===== src/rtl/vga_capture.sv =====
// vga_capture -- receive side of the VGA pixel interface.
//
// Registers the RGB565 stream and active-low syncs, tracks line/frame
// position, locks to the incoming timing and pushes active-window pixels
// into a 16-deep first-word-fall-through FIFO that drains over dout/dout_vld/rdy.
//
// Ports:
//   clk, rst              pixel clock, synchronous active-high reset
//   vga_rgb/hsync/vsync   pixel and active-low syncs from the timing source
//   dout, dout_vld, rdy   FIFO head; a transfer happens when dout_vld && rdy
//   locked                timing lock held
//   frame_sop             pulse when the first active pixel of a frame enters the FIFO
//   ovf                   sticky: a pixel was dropped in the current frame
//   frame_crc, crc_vld    CRC of the last complete clean frame plus update pulse
//
// Optional feature macro: VGA_CAPTURE_CRC_EN enables the per-frame
// CRC-16/CCITT. Without it frame_crc is 0 and crc_vld is 0.
module vga_capture #(
  parameter int H_TP    = 1650,
  parameter int H_START = 260,
  parameter int H_END   = 1540,
  parameter int V_TP    = 750,
  parameter int V_START = 25,
  parameter int V_END   = 745
) (
  input  logic        clk,
  input  logic        rst,
  input  logic [15:0] vga_rgb,
  input  logic        vga_hsync,
  input  logic        vga_vsync,
  output logic [15:0] dout,
  output logic        dout_vld,
  input  logic        rdy,
  output logic        locked,
  output logic        frame_sop,
  output logic        ovf,
  output logic [15:0] frame_crc,
  output logic        crc_vld
);

  typedef enum logic [1:0] {S_UNLOCK, S_ARMED, S_LOCKED} state_t;

  // S1 input registers plus previous S1 sync for edge detection
  logic [15:0] rgb_s1_q;
  logic        hs_s1_q, vs_s1_q, hs_s2_q, vs_s2_q;
  logic        hs_fall, vs_fall;

  logic [10:0] cnt_h_q, cnt_h_d;
  logic [9:0]  cnt_v_q, cnt_v_d;
  logic        chk_fail, active, first_px;
  state_t      state_q;
  logic        locked_q;

  logic        wr_vld_q, wr_sop_q;
  logic [15:0] wr_dat_q;

  logic [15:0] mem [16];
  logic [3:0]  wr_ptr_q, rd_ptr_q;
  logic [4:0]  cnt_q, cnt_d;
  logic [15:0] last_q;
  logic        full, rd_en, push, drop;
  logic        ovf_q, sop_q;

  always_ff @(posedge clk) begin
    if (rst) begin
      rgb_s1_q <= '0;
      hs_s1_q  <= 1'b1;
      vs_s1_q  <= 1'b1;
      hs_s2_q  <= 1'b1;
      vs_s2_q  <= 1'b1;
    end else begin
      rgb_s1_q <= vga_rgb;
      hs_s1_q  <= vga_hsync;
      vs_s1_q  <= vga_vsync;
      hs_s2_q  <= hs_s1_q;
      vs_s2_q  <= vs_s1_q;
    end
  end

  assign hs_fall = hs_s2_q & ~hs_s1_q;
  assign vs_fall = vs_s2_q & ~vs_s1_q;

  // cnt_*_d is the position of the sample currently in S1; the _q copy
  // holds the previous sample's position, which is what the length checks need.
  always_comb begin
    cnt_h_d = (cnt_h_q == 11'h7FF) ? cnt_h_q : cnt_h_q + 11'd1;
    if (hs_fall) cnt_h_d = '0;
    cnt_v_d = cnt_v_q;
    if (hs_fall) cnt_v_d = cnt_v_q + 10'd1;
    if (vs_fall) cnt_v_d = '0;   // frame start beats the line increment
  end

  assign chk_fail = (hs_fall && cnt_h_q != 11'(H_TP - 1)) ||
                    (vs_fall && cnt_v_q != 10'(V_TP - 1));

  assign active = locked_q &&
                  cnt_h_d >= 11'(H_START) && cnt_h_d < 11'(H_END) &&
                  cnt_v_d >= 10'(V_START) && cnt_v_d < 10'(V_END);
  assign first_px = cnt_h_d == 11'(H_START) && cnt_v_d == 10'(V_START);

  always_ff @(posedge clk) begin
    if (rst) begin
      cnt_h_q <= '0;
      cnt_v_q <= '0;
    end else begin
      cnt_h_q <= cnt_h_d;
      cnt_v_q <= cnt_v_d;
    end
  end

  // Lock FSM; any failed length check in ARMED or LOCKED drops back to UNLOCK.
  always_ff @(posedge clk) begin
    if (rst) begin
      state_q  <= S_UNLOCK;
      locked_q <= 1'b0;
    end else begin
      unique case (state_q)
        S_UNLOCK: if (vs_fall) state_q <= S_ARMED;
        S_ARMED: begin
          if (chk_fail)     state_q <= S_UNLOCK;
          else if (vs_fall) begin
            state_q  <= S_LOCKED;
            locked_q <= 1'b1;
          end
        end
        S_LOCKED: if (chk_fail) begin
          state_q  <= S_UNLOCK;
          locked_q <= 1'b0;
        end
        default: begin
          state_q  <= S_UNLOCK;
          locked_q <= 1'b0;
        end
      endcase
    end
  end

  // Write stage: the full/drop decision is taken here so a same-cycle read
  // frees the slot for the incoming pixel.
  always_ff @(posedge clk) begin
    if (rst) begin
      wr_vld_q <= 1'b0;
      wr_sop_q <= 1'b0;
      wr_dat_q <= '0;
    end else begin
      wr_vld_q <= active;
      wr_sop_q <= active && first_px;
      wr_dat_q <= rgb_s1_q;
    end
  end

  assign full  = cnt_q == 5'd16;
  assign rd_en = (cnt_q != 5'd0) && rdy;
  assign push  = wr_vld_q && (!full || rd_en);
  assign drop  = wr_vld_q && full && !rd_en;

  always_comb begin
    cnt_d = cnt_q;
    unique case ({push, rd_en})
      2'b10:   cnt_d = cnt_q + 5'd1;
      2'b01:   cnt_d = cnt_q - 5'd1;
      default: cnt_d = cnt_q;
    endcase
  end

  always_ff @(posedge clk) begin
    if (push) mem[wr_ptr_q] <= wr_dat_q;
  end

  always_ff @(posedge clk) begin
    if (rst) begin
      wr_ptr_q <= '0;
      rd_ptr_q <= '0;
      cnt_q    <= '0;
      last_q   <= '0;
      ovf_q    <= 1'b0;
      sop_q    <= 1'b0;
    end else begin
      if (push) wr_ptr_q <= wr_ptr_q + 4'd1;
      if (rd_en) begin
        rd_ptr_q <= rd_ptr_q + 4'd1;
        last_q   <= mem[rd_ptr_q];
      end
      cnt_q <= cnt_d;
      if (drop)         ovf_q <= 1'b1;
      else if (vs_fall) ovf_q <= 1'b0;
      sop_q <= push && wr_sop_q;
    end
  end

  // Empty FIFO keeps presenting the last value read out.
  assign dout      = (cnt_q != 5'd0) ? mem[rd_ptr_q] : last_q;
  assign dout_vld  = cnt_q != 5'd0;
  assign locked    = locked_q;
  assign frame_sop = sop_q;
  assign ovf       = ovf_q;

`ifdef VGA_CAPTURE_CRC_EN
  function automatic logic [15:0] crc_step(input logic [15:0] c, input logic [15:0] d);
    logic [15:0] r;
    r = c;
    for (int i = 15; i >= 0; i--)
      r = (r[15] ^ d[i]) ? ({r[14:0], 1'b0} ^ 16'h1021) : {r[14:0], 1'b0};
    return r;
  endfunction

  logic [15:0] crc_q, fcrc_q, crc_fin;
  logic        any_q, cvld_q;

  // A push landing on the vsync-fall cycle still belongs to the ending frame.
  assign crc_fin = push ? crc_step(crc_q, wr_dat_q) : crc_q;

  always_ff @(posedge clk) begin
    if (rst) begin
      crc_q  <= 16'hFFFF;
      fcrc_q <= '0;
      any_q  <= 1'b0;
      cvld_q <= 1'b0;
    end else begin
      cvld_q <= 1'b0;
      if (vs_fall) begin
        if ((any_q || push) && !ovf_q && !drop) begin
          fcrc_q <= crc_fin;
          cvld_q <= 1'b1;
        end
        crc_q <= 16'hFFFF;
        any_q <= 1'b0;
      end else if (push) begin
        crc_q <= crc_fin;
        any_q <= 1'b1;
      end
    end
  end

  assign frame_crc = fcrc_q;
  assign crc_vld   = cvld_q;
`else
  assign frame_crc = 16'h0000;
  assign crc_vld   = 1'b0;
`endif

endmodule


===== config.mk =====
export PLATFORM = sky130hd
export DESIGN_NAME = vga_capture
export DESIGN_NICKNAME = d
export VERILOG_FILES = /design/src/rtl/vga_capture.sv
export SDC_FILE = /design/constraint.sdc
export NUM_CORES = 1
export LEC_CHECK = 0
export CORE_MARGIN = 4
export CORE_UTILIZATION = 55
export DETAILED_ROUTE_END_ITERATION = 10
export MAX_ROUTING_LAYER = met4
export PLACE_DENSITY = 0.79
export SLEW_MARGIN = 20
export SYNTH_ARGS = -nofsm -noshare
export SYNTH_HDL_FRONTEND = slang
export SYNTH_SLANG_ARGS = --single-unit
export TNS_END_PERCENT = 20

===== constraint.sdc =====
create_clock -name clk -period 3.8 [get_ports clk]
set_input_delay 0.57 -clock clk [delete_from_list [all_inputs] [get_ports clk]]
set_output_delay 0.57 -clock clk [all_outputs]
set_load 0.01 [all_outputs]

== Word level (Yosys, flattened, before mapping) ==
Memory sizes are Yosys's and may differ from the RTL's. A register that Yosys moved wholly into a read port is not among the register bits.
Index checks and enable logic that the tools add are counted.

* $add $sub $neg: 6
* Order comparisons: 4
* Equal/unequal tests: 15
* Multiplexer cells: 21
* Bitwise gates (word level): 5
* Reductions and logical operators: 23

{| class="wikitable"
|+ Operators by type and width
! operator !! count
|-
| $mux W11 || 2
|-
| $mux W10 || 2
|-
| $mux W16 || 1
|-
| $logic_and A1 B1 Y1 || 13
|-
| $add A11 B1 Y11 const B || 1
|-
| $eq A11 B11 Y1 const B || 1
|-
| $eq A11 B9 Y1 const B || 1
|-
| $ge A11 B9 Y1 const B || 1
|-
| $lt A11 B11 Y1 const B || 1
|-
| $ne A11 B11 Y1 const B || 1
|-
| $add A10 B1 Y10 const B || 1
|-
| $eq A10 B5 Y1 const B || 1
|-
| $ge A10 B5 Y1 const B || 1
|-
| $lt A10 B10 Y1 const B || 1
|-
| $ne A10 B10 Y1 const B || 1
|-
| $pmux W5 S2 || 1
|-
| $add A4 B1 Y4 const B || 2
|-
| $mux W2 || 4
|-
| $mux W4 || 2
|-
| $ne A2 B2 Y1 const B || 4
|-
| $mux W1 || 7
|-
| $pmux W2 S3 || 1
|-
| $add A5 B1 Y5 const B || 1
|-
| $eq A5 B5 Y1 const B || 1
|-
| other kinds (14) || 22
|}

* Register bits: 93
* Memory bits (writable): 256
* Input bits: 21
* Output and inout bits: 37
* Word-level logic and storage cells: 93
* Memories kept: 1

{| class="wikitable"
|+ Memory list
! name !! words !! width !! read ports !! clocked after memory_dff !! wr ports !! RTL line !! text
|-
| mem || 16 || 16 || 1 || 1 || 1 || 57 || <nowiki>logic [15:0] mem [16];</nowiki>
|}

== Logic depth before layout (Yosys ltp) ==
Gate-level depths: netlist (run 1).

* Depth after elaboration: 9
* Gate-level depth with buffers: 16
* Gate-level depth less buffers: 14

== Least setup slack after synthesis (run 1) ==
Ideal clock, no wire load.

* Path type: register -> register
* Start: register cnt_q[0]
* End: register cnt_q[4]
* Arrival time: 2.789 ns
* Setup slack: 0.883 ns
* Cell stages (with the launch flop): 17
* Buffers on the path: 2
* Clock period less this slack: 2.917 ns
* Path through: dfxtp_1 -> nor4_1 -> and2b_1 -> buf_6 -> inv_1 -> nand2_1 -> inv_1 -> clkbuf_1 -> ha_1 -> inv_1 -> fa_1 -> nor2b_1 -> o21ai_0 -> and3_1 -> nor3_1 -> xnor2_1 -> nor2_1

* Cells in the longest elaborated chain, start to end: 6
* Elaborated cells on any way between the ends: 12
* Classes of those cells: add/sub: 2; eq/ne: 3; mux: 1; reduce/logical: 6

{| class="wikitable"
|+ Ends and longest elaborated chain
! item !! RTL line !! text
|-
| from (decl) || 59 || <nowiki>logic [4:0] cnt_q, cnt_d;</nowiki>
|-
| from (signal assigned) || 184 || <nowiki>cnt_q <= cnt_d;</nowiki>
|-
| $reduce_bool A5 Y1 (*) || - ||
|-
| named net dout_vld || 32 || <nowiki>output logic dout_vld,</nowiki>
|-
| $logic_and A1 B1 Y1 (*) || 153 || <nowiki>assign rd_en = (cnt_q != 5'd0) && rdy;</nowiki>
|-
| named net rd_en || 61 || <nowiki>logic full, rd_en, push, drop;</nowiki>
|-
| $logic_or A1 B1 Y1 || 154 || <nowiki>assign push = wr_vld_q && (!full || rd_en);</nowiki>
|-
| $logic_and A1 B1 Y1 || 154 ||
|-
| $eq A2 B1 Y1 or $eq A2 B2 Y1 (tied branches) || 159 || <nowiki>unique case ({push, rd_en})</nowiki>
|-
| $pmux W5 S2 or $reduce_bool A2 Y1 (tied branches) || - ||
|}

Mark *: on every way through the listed nets, which the timed path passes. The rest lies on a longest branch.
A chain may end at the register's enable or synchronous reset.

==> results of run 1 <==
through the flow:
stage / hold slack [ns] / cell area [sq um]
after CTS: 0.434 / 16200
after global routing: 0.448 / 16200
after global placement: 0.422 / 14900
final: 0.429 / 16200
after floorplan: 0.414 / 14200
after detailed placement: 0.421 / 14900
registers in the layout (all words and copies together), names as in the netlist, 2 cells and up, named ones only:
name / count
rgb_s1_q: 16
rd_ptr_q: 4
cnt_v_q: 10
cnt_h_q: 11
state_q: 2
mem: 256
wr_dat_q: 16
cnt_q: 5
last_q: 16
wr_ptr_q: 4
final cells by class:
type                       instances  share of cell area
clock buffer                      46              0.0619
timing repair buffer              74              0.0422
clock inverter                    22              0.0156
multi-input combinational        441               0.257
sequential                       353               0.595
tap                              330              0.0255
inverter                          14             0.00324
power by group through the flow:
| stage | Sequential, uW | Clock (uW) | Combinational [uW] |
|---|---|---|---|
| CTS | 4170 | 3760 | 87.5 |
| global placement | 4250 | 0 | 84.0 |
| detailed placement | 4250 | 0 | 85.8 |
| finish | 4170 | 3710 | 87.1 |
| floorplan | 4240 | 0 | 71.0 |
| global route | 4170 | 3950 | 97.3 |
critical path, stage by stage, from the launching register on:
cell and delay (ns):
dfxtp_4 0.38, buf_16 0.28, mux4_1 0.64, mux4_2 0.56, mux2_2 0.29, clkdlybuf4s50_1 0.47
cell usage after synthesis (all sizes together) (5+ instances only):
cell    count
nor2       58
nor2b      37
nand3       8
nand2      48
edfxtp    256
mux4       80
and3        6
and2        5
xnor2      10
inv        14
nand4      12
a21oi      31
dfxtp      97
nor3       15
nand2b      5
o21ai       8
mux2       17
or2         7
xor2       11
buf        51
clkbuf     16
ha         13
timing repair:
action / CTS / global route
resized for setup: 0 / 2
hold buffers: 0 / 0
setup endpoints to repair: 0 / 8
kinds of logic (layout without fill, tap and decap cells):
family	Yosys count	in the layout
xor gates and xnor gates	21	21
AOI/OAI and AO/OA	68	68
other	1	17
adders and majority gates	14	14
buffers and inverters	81	156
and+or+nand+nor	223	223
muxes	98	98
DFF	353	353
per-layer routing:
layer / wire length (um) / GRT usage
met2: 15200 / 0.358
met1: 12300 / 0.301
met4: 606 / 0.0593
met3: 2350 / 0.0395
met5: 0 / -
worst max path at each step:
| stage | start | endpoint | slack, ns | cells after the start |
|---|---|---|---|---|
| after floorplan | cnt_q[0] | cnt_q[4] | 0.88 | 16 |
| after detailed placement | rdy | cnt_q[4] | 0.51 | 13 |
| after global routing | register | dout[5] | -0.04 | 5 |
| final | register | dout[12] | 0.03 | 5 |
| after CTS | register | dout[0] | 0.03 | 5 |
| after global placement | rdy | cnt_q[4] | 0.58 | 13 |
==> run metrics, run 1 <==
Routed WL per cell=23.7 um; most common cell after layout, fill and taps aside=edfxtp_1; #FFs+latches synth=353; CP required=3.23 ns; Logic pwr share=0.011; worst setup margin=0.0258 ns; compound-cell area share of the yosys netlist=0.0305; Multi-input gate area=4160 sq um; VDD IR max=0.311 mV; largest family of logic cells by synthesized area=multiplexers; Pwr Total=7970 uW; fin util=0.641; Inserted Diodes=0; crit share post-route=0.993; Synth area leaders=edfxtp_1 (54%), dfxtp_1 (14%), mux4_2 (7.9%); first-pass GRT wire length=46.9 mm; crit end category=primary output; Setup-failing EPs final=0; hold crit path type=register to register; Top Ports=58; chip height=169 um; Seq/Total Area, Yosys=0.679; xor and xnor area share after synthesis=0.0130; Clock Tree Root=clkbuf_16; hold path cells=1; number of port buffers=40; Worst Setup Path Type=register to primary output; clk_skew=0.0288 ns; Starting DRT DRC Count=831; CTS Buf Count=37; clock slew seen by the registers of the worst setup and hold paths=0.06 ns; CTS tree=built; fin cells=1280; P_int=6400 uW; outcome=completed; gr usage total=0.223; Post-Synth Simple-Gate Area=0.0820; H-tree depth=2; worst slew pin tran=0.685 ns; worst-case reg-to-reg path depth=13; fillcell total=1667; clock power share=0.466; synthesized cell area=14200 sq um; Slew HR=0.543; global placement routability congestion=0.849; post-synthesis adder-cell area fraction=0.0129; Nets=956; CP max FO=44; core area=25300 sq um; r2r startpoint=cnt_q[0]; shortest period the worst path allows=3.77 ns; Post-CTS Setup Bufs=0; Initial Util=0.562; worst path arrival time=3.20 ns; Final Routed Wirelength=30.4 mm; reg-to-reg endpoint=cnt_q[4]; P_leak=0.00527 uW; final hold violations=0; CTS sink count=353; chip width=169 um; max cap viols=0; sw frac=0.197; most frequent cells in the layout=edfxtp_1 (256), dfxtp_1 (95), nor2_1 (57); die area=28400 sq um; r2r setup slk=0.74 ns; WHS Endpoint=wr_dat_q[14]; Syn Inst Count=859; initial antenna violation count=0; Detailed Routing Iterations Pass 1=5; top-area cell type share of the netlist area=0.542; Avg Cell Area, Syn=16.5 sq um; count of pins over their slew limit=0; Sw Pwr=1570 uW; Final TNS setup=0 ns; Ys Warns=0; PD cells=492 nW/um^2; Worst Hold Launch=rgb_s1_q[14]; RSZ-0062 raised after global routing=yes; placed insts=1212; share of layout cells above drive strength 1=0.189; Synth cell types=65; post-DP HPWL=16.8 mm; Flop pwr share=0.523; biggest area consumer among synthesized cells=edfxtp_1; pre-CTS setup slack=0.511 ns; ANT nets after route=0; total grt overflow=0; residual DRC count=0; Longest Clk Path Bufs=3; Synth Flop Type=edfxtp_1; Worst Setup Start Kind=register; largest net degree at the start of global routing=65; Layout area overhead=14.2%; row cnt=58; Vias=7767; Vias/cell=6.07; Post-synth ARST share=0; Post-synth EDFFs=256; Highest Clock Rate=0.265 GHz; Worst-Skew Late Latency=0.53 ns; mux cell area share after synthesis=0.149; vias in the first global route=7701; Register Area=9630 sq um
Note: power is estimated with default switching activity, not from simulation.
==> run 2: changes to the inputs <==
--- a/config.mk
+++ b/config.mk
@@ -10,6 +10,7 @@
 export DETAILED_ROUTE_END_ITERATION = 10
 export MAX_ROUTING_LAYER = met4
 export PLACE_DENSITY = 0.79
+export SETUP_SLACK_MARGIN = 0.15
 export SLEW_MARGIN = 20
 export SYNTH_ARGS = -nofsm -noshare
 export SYNTH_HDL_FRONTEND = slang
==> run 2 against run 1 <==
Effect of this change:
- maximum frequency up 2.2%
- count of clock-buffer cells in the layout unchanged
- routed wire length up 4.3%
- non-clock buffer count up 6
- sequential cell count unchanged
- sequential power about the same
- first-iteration DRC count up 8.5%
- power about the same
- final cell count up 0.47%
- core utilization up 0.49 points
- combinational power about the same
- largest power group unchanged
==> run metrics, run 2 (synthesis gave the netlist of run 1 again) <==
CP peak stage delay=0.57 ns (was 0.64 ns); Setup-failing EPs final=0 (unchanged); fillcell total=1649 (was 1667); outcome=completed (unchanged); crit end category=primary output (unchanged); CTS Buf Count=37 (unchanged); share of layout cells above drive strength 1=0.199 (was 0.189); # hold bufs at CTS=0 (unchanged); clk_skew=0.0207 ns (was 0.0288 ns); max cap viols=0 (unchanged); Nets=962 (was 956); CP required=3.23 ns (about the same); Vias/cell=6.10 (was 6.07); H-tree depth=2 (unchanged); final hold violations=0 (unchanged); Final TNS setup=0 ns (unchanged); core area=25300 sq um (unchanged); r2r setup slk=0.71 ns (was 0.74 ns); first-pass GRT wire length=47.7 mm (was 46.9 mm); worst-case reg-to-reg path depth=13 (unchanged); cell breakdown of the critical path=buf_12, clkbuf_16, mux4_2, mux4_2, mux2_2, clkdlybuf4s50_1 (was buf_16, mux4_1, mux4_2, mux2_2, clkdlybuf4s50_1); gr usage total=0.228 (was 0.223); Worst Hold Launch=rgb_s1_q[14] (unchanged); number of port buffers=40 (unchanged); Highest Clock Rate=0.271 GHz (was 0.265 GHz); RSZ-0062 raised after global routing=yes (unchanged); reg-to-reg endpoint=cnt_q[4] (unchanged); worst path arrival time=3.12 ns (was 3.20 ns); max reg flops=256 (unchanged); count of pins over their slew limit=0 (unchanged); shortest period the worst path allows=3.69 ns (was 3.77 ns); Top Ports=58 (unchanged); Worst Setup Path Type=register to primary output (unchanged); placed insts=1212 (unchanged); Worst-Skew Late Latency=0.53 ns (about the same); Starting DRT DRC Count=902 (was 831); fin cells=1286 (was 1280); largest net degree at the start of global routing=65 (unchanged); crit share post-route=0.972 (was 0.993); PD cells=488 nW/um^2 (was 492 nW/um^2); Initial Util=0.562 (unchanged); hold crit path type=register to register (unchanged); Longest Clk Path Bufs=3 (unchanged); chip height=169 um (unchanged); r2r startpoint=cnt_q[0] (unchanged); initial antenna violation count=0 (unchanged); total grt overflow=0 (unchanged); hold path cells=1 (unchanged); row cnt=58 (unchanged); Routed WL per cell=24.6 um (was 23.7 um); residual DRC count=0 (unchanged); global placement routability congestion=0.849 (unchanged); most frequent cells in the layout=edfxtp_1 (256), dfxtp_1 (95), nor2_1 (57) (unchanged); CTS tree=built (unchanged); most common cell after layout, fill and taps aside=edfxtp_1 (unchanged); Detailed Routing Iterations Pass 1=5 (unchanged); vias in the first global route=7789 (was 7701); CTS sink count=353 (unchanged); Vias=7846 (was 7767); Top cell by count, worst path=mux4_2; WHS Endpoint=wr_dat_q[14] (unchanged); Inserted Diodes=0 (unchanged); VDD IR max=0.314 mV (was 0.311 mV); CP max-delay cell=mux4_2 (was mux4_1); Final Routed Wirelength=31.7 mm (was 30.4 mm); Worst Setup Start Kind=register (unchanged); worst slew pin tran=0.691 ns (was 0.685 ns); clock slew seen by the registers of the worst setup and hold paths=0.06 ns (about the same); CP max FO=11 (was 44); chip width=169 um (unchanged); die area=28400 sq um (unchanged); post-DP HPWL=16.8 mm (unchanged); Clock Tree Root=clkbuf_16 (unchanged); ANT nets after route=0 (unchanged); Layout area overhead=15.1% (was 14.2%); register with the most flip-flops=mem (unchanged); Slew HR=0.539 (was 0.543); P_leak=0.00537 uW (was 0.00527 uW)
run 2: changes by cell type in the layout (fill, tap and decap cells not counted), sizes merged:
cell	previous run	this run
clkbuf	46	47
buf	35	40
clkdlybuf4s50	39	36
dlymetal6s2s	0	3
run 2: final cells by class:
type	count	area, sq um	area share
clock buffer	46	1000	0.0614
clock inverter	22	253	0.0155
inverter	14	52.6	0.00322
multi-input combinational	441	4150	0.254
sequential	353	9630	0.590
tap	330	413	0.0253
timing repair buffer	80	822	0.0504
run 2: layer usage:
metal	vias to the layer above	share of wire	GRT usage
li1	3414	-	-
met1	3936	0.39	0.301
met2	430	0.49	0.361
met3	66	0.094	0.0539
met4	0	0.031	0.0642
met5	-	0	-
run 2: through the flow:
| stage | power, uW | setup WS [ns] | hold slack, ns | instance area (sq um) | util |
|---|---|---|---|---|---|
| 6_report | 7970 | 0.107 | 0.429 | 16300 | 0.646 |
| 5_1_grt | 8220 | 0.0424 | 0.448 | 16300 | 0.646 |
| 4_1_cts | 8020 | 0.109 | 0.434 | 16300 | 0.646 |
| 3_5_place_dp | 4340 | 0.511 | 0.421 | 14900 | 0.592 |
| 3_3_place_gp | 4330 | 0.580 | 0.422 | 14900 | 0.592 |
| 2_1_floorplan | 4310 | 0.883 | 0.414 | 14200 | - |
run 2: how the worst max path moves through the flow:
stage,from,to,cells after the start
final,register,dout[15],6
after global placement,rdy,cnt_q[4],13
after global routing,register,dout[0],6
after floorplan,cnt_q[0],cnt_q[4],16
after detailed placement,rdy,cnt_q[4],13
after CTS,register,dout[3],6
run 2: power breakdown:
part	internal, uW	switching (uW)
clock network	2230	1480
logic	39.6	47.7
registers	4130	39.6
run 2: worst max-delay path, delay by kind of cell, from the launching register on:
kind                   cells  cell delay, ns
buffers and inverters      3            0.80
muxes                      3            1.40
DFF                        1            0.40
run 2: repair_timing:
item / in CTS / in global routing
setup buffers: 3 / 0
resized for setup: 6 / 6
setup endpoints to repair: 16 / 16
gates cloned: 2 / 1
==> run 3: changes to the inputs <==
==> constraint.sdc (replaced) <==
create_clock -name clk -period 4.7 [get_ports clk]
set_input_delay 0.705 -clock clk [delete_from_list [all_inputs] [get_ports clk]]
set_output_delay 0.705 -clock clk [all_outputs]
set_load 0.01 [all_outputs]
==> run 3 against run 2 <==
Effect of this change:
- sequential power fell by 19%
- clock skew is 0.0038 ns lower
- core utilization shrank 0.78 points
- final cell count fell by 1.6%
- setup slack gained 0.39 ns
- global-route usage fell by 1.1 points
- routed wire length down 6.8%
- highest routed layer unchanged
==> run metrics, run 3 (synthesis gave the netlist of run 1 again) <==
sw frac=0.191 (was 0.197); chip width=169 um (unchanged); Worst-Skew Late Latency=0.51 ns (was 0.53 ns); vias in the first global route=7557 (was 7789); Longest Clk Path Bufs=3 (unchanged); CP max-delay cell=dfxtp_4 (was mux4_2); Clock Tree Root=clkbuf_16 (unchanged); crit end category=primary output (unchanged); Starting DRT DRC Count=755 (was 902); Highest Clock Rate=0.238 GHz; fin util=0.639 (was 0.646); outcome=completed (unchanged); clock slew seen by the registers of the worst setup and hold paths=0.06 ns (about the same); Layout area overhead=13.7% (was 15.1%); CP max FO=29 (was 11); count of pins over their slew limit=0 (unchanged); shortest period the worst path allows=4.20 ns; most frequent cells in the layout=edfxtp_1 (256), dfxtp_1 (95), nor2_1 (57) (unchanged); initial antenna violation count=0 (unchanged); clock power share=0.461 (was 0.466); RSZ-0062 raised after global routing=no (was yes); Inserted Diodes=0 (unchanged); clk_skew=0.0169 ns (was 0.0207 ns); Worst Setup Path Type=register to primary output (unchanged); Routed WL per cell=23.3 um (was 24.6 um); first-pass GRT wire length=45.5 mm (was 47.7 mm); final hold violations=0 (unchanged); ANT nets after route=0 (unchanged); PD cells=396 nW/um^2 (was 488 nW/um^2); core area=25300 sq um (unchanged); CP peak stage delay=0.73 ns (was 0.57 ns); Logic pwr share=0.011 (about the same); P_int=5170 uW (was 6400 uW); worst slew pin tran=1.14 ns (was 0.691 ns); gr usage total=0.217 (was 0.228); Vias/cell=5.99 (was 6.10); Setup-failing EPs final=0 (unchanged); Post-CTS Setup Bufs=0 (was 3); Initial Util=0.562 (unchanged); CTS Buf Count=36 (was 37); Top delay family on crit path=multiplexers (unchanged); Nets=945 (was 962); hold crit path type=register to register (unchanged); fillcell total=1690 (was 1649); most common cell after layout, fill and taps aside=edfxtp_1 (unchanged); Top Ports=58 (unchanged); Pwr Total=6390 uW (was 7970 uW); post-DP HPWL=16.5 mm (was 16.8 mm); Vias=7580 (was 7846); chip height=169 um (unchanged); global placement routability congestion=0.807 (was 0.849); VDD IR max=0.343 mV (was 0.314 mV); crit path buf inv count=2 (was 3); P_leak=0.00520 uW (was 0.00537 uW); largest net degree at the start of global routing=41 (was 65); max cap viols=0 (unchanged); worst path arrival time=3.50 ns (was 3.12 ns); Final TNS setup=0 ns (unchanged); number of port buffers=40 (unchanged); row cnt=58 (unchanged); Sw Pwr=1220 uW (was 1570 uW); share of layout cells above drive strength 1=0.173 (was 0.199); register with the most flip-flops=mem (unchanged); Final Routed Wirelength=29.5 mm (was 31.7 mm); CTS resizes=0 (was 6); residual DRC count=0 (unchanged); die area=28400 sq um (unchanged); Detailed Routing Iterations Pass 1=5 (unchanged); cell breakdown of the critical path=buf_12, mux4_1, mux4_2, mux2_2, clkdlybuf4s50_1 (was buf_12, clkbuf_16, mux4_2, mux4_2, mux2_2, clkdlybuf4s50_1); CTS tree=built (unchanged); Slew HR=0.238 (was 0.539); Worst Setup Start Kind=register (unchanged); final hold slack=0.428 ns (was 0.429 ns); crit share post-route=0.894; # hold bufs at CTS=0 (unchanged); H-tree depth=2 (unchanged); total grt overflow=0 (unchanged); CP required=3.99 ns (was 3.23 ns); CTS sink count=353 (unchanged); max reg flops=256 (unchanged); Flop pwr share=0.528 (was 0.523)
==> run 3: path summary, 6_finish.rpt <==
path          startpoint          end  cells past startpoint  slack (ns)
max             register      dout[2]                      5        0.50
min          rgb_s1_q[7]  wr_dat_q[7]                      1        0.43
max reg2reg     cnt_q[0]     cnt_q[4]                     15        0.95
min reg2reg  rgb_s1_q[7]  wr_dat_q[7]                      1        0.43
==> run 3: routing by layer <==
layer | GRT usage | part of all wire | vias up
met3 | 0.0425 | 0.081 | 72
met5 | - | 0 | -
met4 | 0.0642 | 0.027 | 0
met1 | 0.279 | 0.39 | 3762
li1 | - | - | 3375
met2 | 0.357 | 0.51 | 371
==> run 3: power groups by stage <==
stage / Clock, uW / Sequential [uW] / Combinational (uW)
after CTS: 2990 / 3370 / 70.4
after global routing: 3140 / 3370 / 77.3
after global placement: 0 / 3440 / 68.1
final: 2950 / 3370 / 70.2
after detailed placement: 0 / 3440 / 69.7
after floorplan: 0 / 3420 / 57.4
==> run 3: worst reg2reg max path, cell delays in order (launching register included) <==
cell	delay (ns)
dfxtp_1	0.35
nor4_1	0.48
and2b_1	0.19
buf_4	0.25
inv_1	0.09
nand2_1	0.08
buf_4	0.23
inv_1	0.38
ha_1	0.41
ha_1	0.33
nor2b_1	0.17
o21ai_0	0.11
and3_1	0.20
nor3_1	0.18
xnor2_1	0.14
nor2_1	0.05
==> run 3: layout make-up <==
| type | instances | area (sq um) | area share |
|---|---|---|---|
| sequential | 353 | 9630 | 0.597 |
| multi-input combinational | 441 | 4170 | 0.258 |
| clock buffer | 45 | 966 | 0.0599 |
| timing repair buffer | 64 | 638 | 0.0396 |
| tap | 330 | 413 | 0.0256 |
| clock inverter | 19 | 256 | 0.0159 |
| inverter | 14 | 52.6 | 0.00326 |
==> run 3: per-stage QoR <==
step	setup slack, ns	std cells	cell area (sq um)
floorplan	1.78	875	14200
global placement	0.995	1202	14900
detailed placement	0.900	1202	14900
CTS	0.456	1266	16100
global route	0.357	1266	16100
finish	0.498	1266	16100
==> RTL edit, RTL diff (config.mk and constraints of run 2) <==
Re-encode `state_t` (3 states) as one-hot, 3 bits wide.
--- a/src/rtl/vga_capture.sv
+++ b/src/rtl/vga_capture.sv
@@ -40,3 +40,3 @@
 
-  typedef enum logic [1:0] {S_UNLOCK, S_ARMED, S_LOCKED} state_t;
+  typedef enum logic [2:0] {S_UNLOCK = 3'b001, S_ARMED = 3'b010, S_LOCKED = 3'b100} state_t;
 
Behaviour: same outputs for any inputs over 10 cycles, from zero or initial values and one cycle with rst high; not proved beyond that.
==> RTL edit against run 2 <==
Power shrank 3.9%; sequential cell count grew 1; synthesized cell count rose by 0.93%; clock skew rose by 0.0084 ns; die area decreased by 0.71%; area after synthesis fell by 0.74%; routed wire length shrank 8.3%; setup slack improved by 0.12 ns; cell area down 1.2%; combinational power up 8.0%; critical endpoint is now dout[12].
==> RTL edit: results (changes against run 2) <==
synth top area cells=edfxtp_1 (55%), dfxtp_1 (14%), mux4_2 (13%); first-pass GRT wire length=45.2 mm (-5.2%); RD Place Congestion=0.846 (-0.46%); hold worst-path end=wr_dat_q[13]; Worst Path Max Fanout=10 (-1); nets@finish=973 (+1.1%); Slew HR=53.0% (-0.98 points); Fillers=1669 (+1.2%); area of the multi-input gates=4120 sq um (-0.72%); final HPWL from detailed placement=16.9 mm (+0.59%); Distinct cells, synth=61 (-6.2%); vias=7607 (-3.0%); hold_sp=rgb_s1_q[13]; DRT Pass-1 Iters=7 (+2); vias in the first global route=7752 (-0.48%); Crit path required time=3.23 ns (about the same); Max VDD drop=0.362 mV (+15%); status=completed; gr usage total=21.7% (-1.1 points); total CTS buffers=36 (-2.7%); share of cells above drive strength 1=21.1% (+1.2 points); register area share after synthesis=68.5% (+0.65 points); Iter 0 DRT Violations=702 (-22%); leading cell types by count after synthesis=edfxtp_1 (256), dfxtp_1 (98), mux4_2 (80); LEAKAGE=5.03 nW (-6.4%); per-cell routed wire length=22.4 um (-9.0%)
[RTL edit: cell types whose count changed in the layout (fill, tap and decap cells not counted), moves of 4 or more]
cell,delta
clkinv_2,-5
mux4_2,+25
clkinv_1,+6
mux4_1,-25
a211o_1,+4
nor3b_1,-4
nand2_1,+8
[RTL edit: worst max-delay path, cell delays in order, from the launching register on]
cell and delay (ns):
dfxtp_4 0.46, buf_8 0.20, mux4_2 0.53, mux4_2 0.50
mux2_2 0.29, clkdlybuf4s50_1 0.51
[RTL edit: cell families after synthesis]
logic type / count (synthesis) / share of synthesized area (%)
AOI/OAI and AO/OA: 74 / 3.45
other: 1 / 0.0266
DFF: 354 / 68.5
xor gates and xnor gates: 19 / 1.18
and+or+nand+nor: 226 / 8.32
muxes: 100 / 14.4
buffers and inverters: 79 / 2.83
adders and majority gates: 14 / 1.30
[RTL edit: worst max path at each step]
stage               end  cells past startpoint  startpoint
2_1_floorplan  cnt_q[4]                     15    cnt_q[0]
3_5_place_dp   dout[14]                      5    register
4_1_cts        dout[14]                      5    register
5_1_grt         dout[0]                      5    register
6_report       dout[12]                      5    register
3_3_place_gp   dout[15]                      5    register
[RTL edit: through the flow]
step	setup WS, ns	hold slack [ns]	std cells
after CTS	0.190	0.438	1296
after global placement	0.537	0.417	1227
after global routing	0.120	0.458	1296
final	0.224	0.435	1296
after floorplan	0.841	0.414	883
after detailed placement	0.519	0.422	1227
[RTL edit: timing repair]
item	CTS	global route
setup endpoints to repair	14	8
buffers inserted	3	0
cloned	0	0
gates resized for setup	0	1
[RTL edit: per-layer routing]
metal  routed length, um  share of wire (%)  track usage, %  vias to the layer above
li1                    -                  -               -                     3424
met4                 858                3.0            7.13                        0
met2               14600                 50            34.7                      317
met3                2040                7.0            4.27                       51
met1               11600                 40            28.4                     3815
met5                   0                  0               -                        -
[RTL edit: cell type report]
class | instances | area share [%]
clock buffers | 48 | 6.13
clock inverters | 18 | 0.924
inverters | 17 | 0.396
multi-input cells | 450 | 25.5
flip-flops and latches | 354 | 59.9
well taps | 330 | 2.56
repair buffers | 79 | 4.57
[RTL edit: power by group through the flow]
stage | Combinational [mW] | Sequential [mW] | Clock, mW
floorplan | 0.0758 | 4.25 | 0
global placement | 0.0934 | 4.26 | 0
detailed placement | 0.0938 | 4.26 | 0
CTS | 0.0949 | 4.18 | 3.43
global route | 0.104 | 4.19 | 3.61
finish | 0.0943 | 4.18 | 3.38
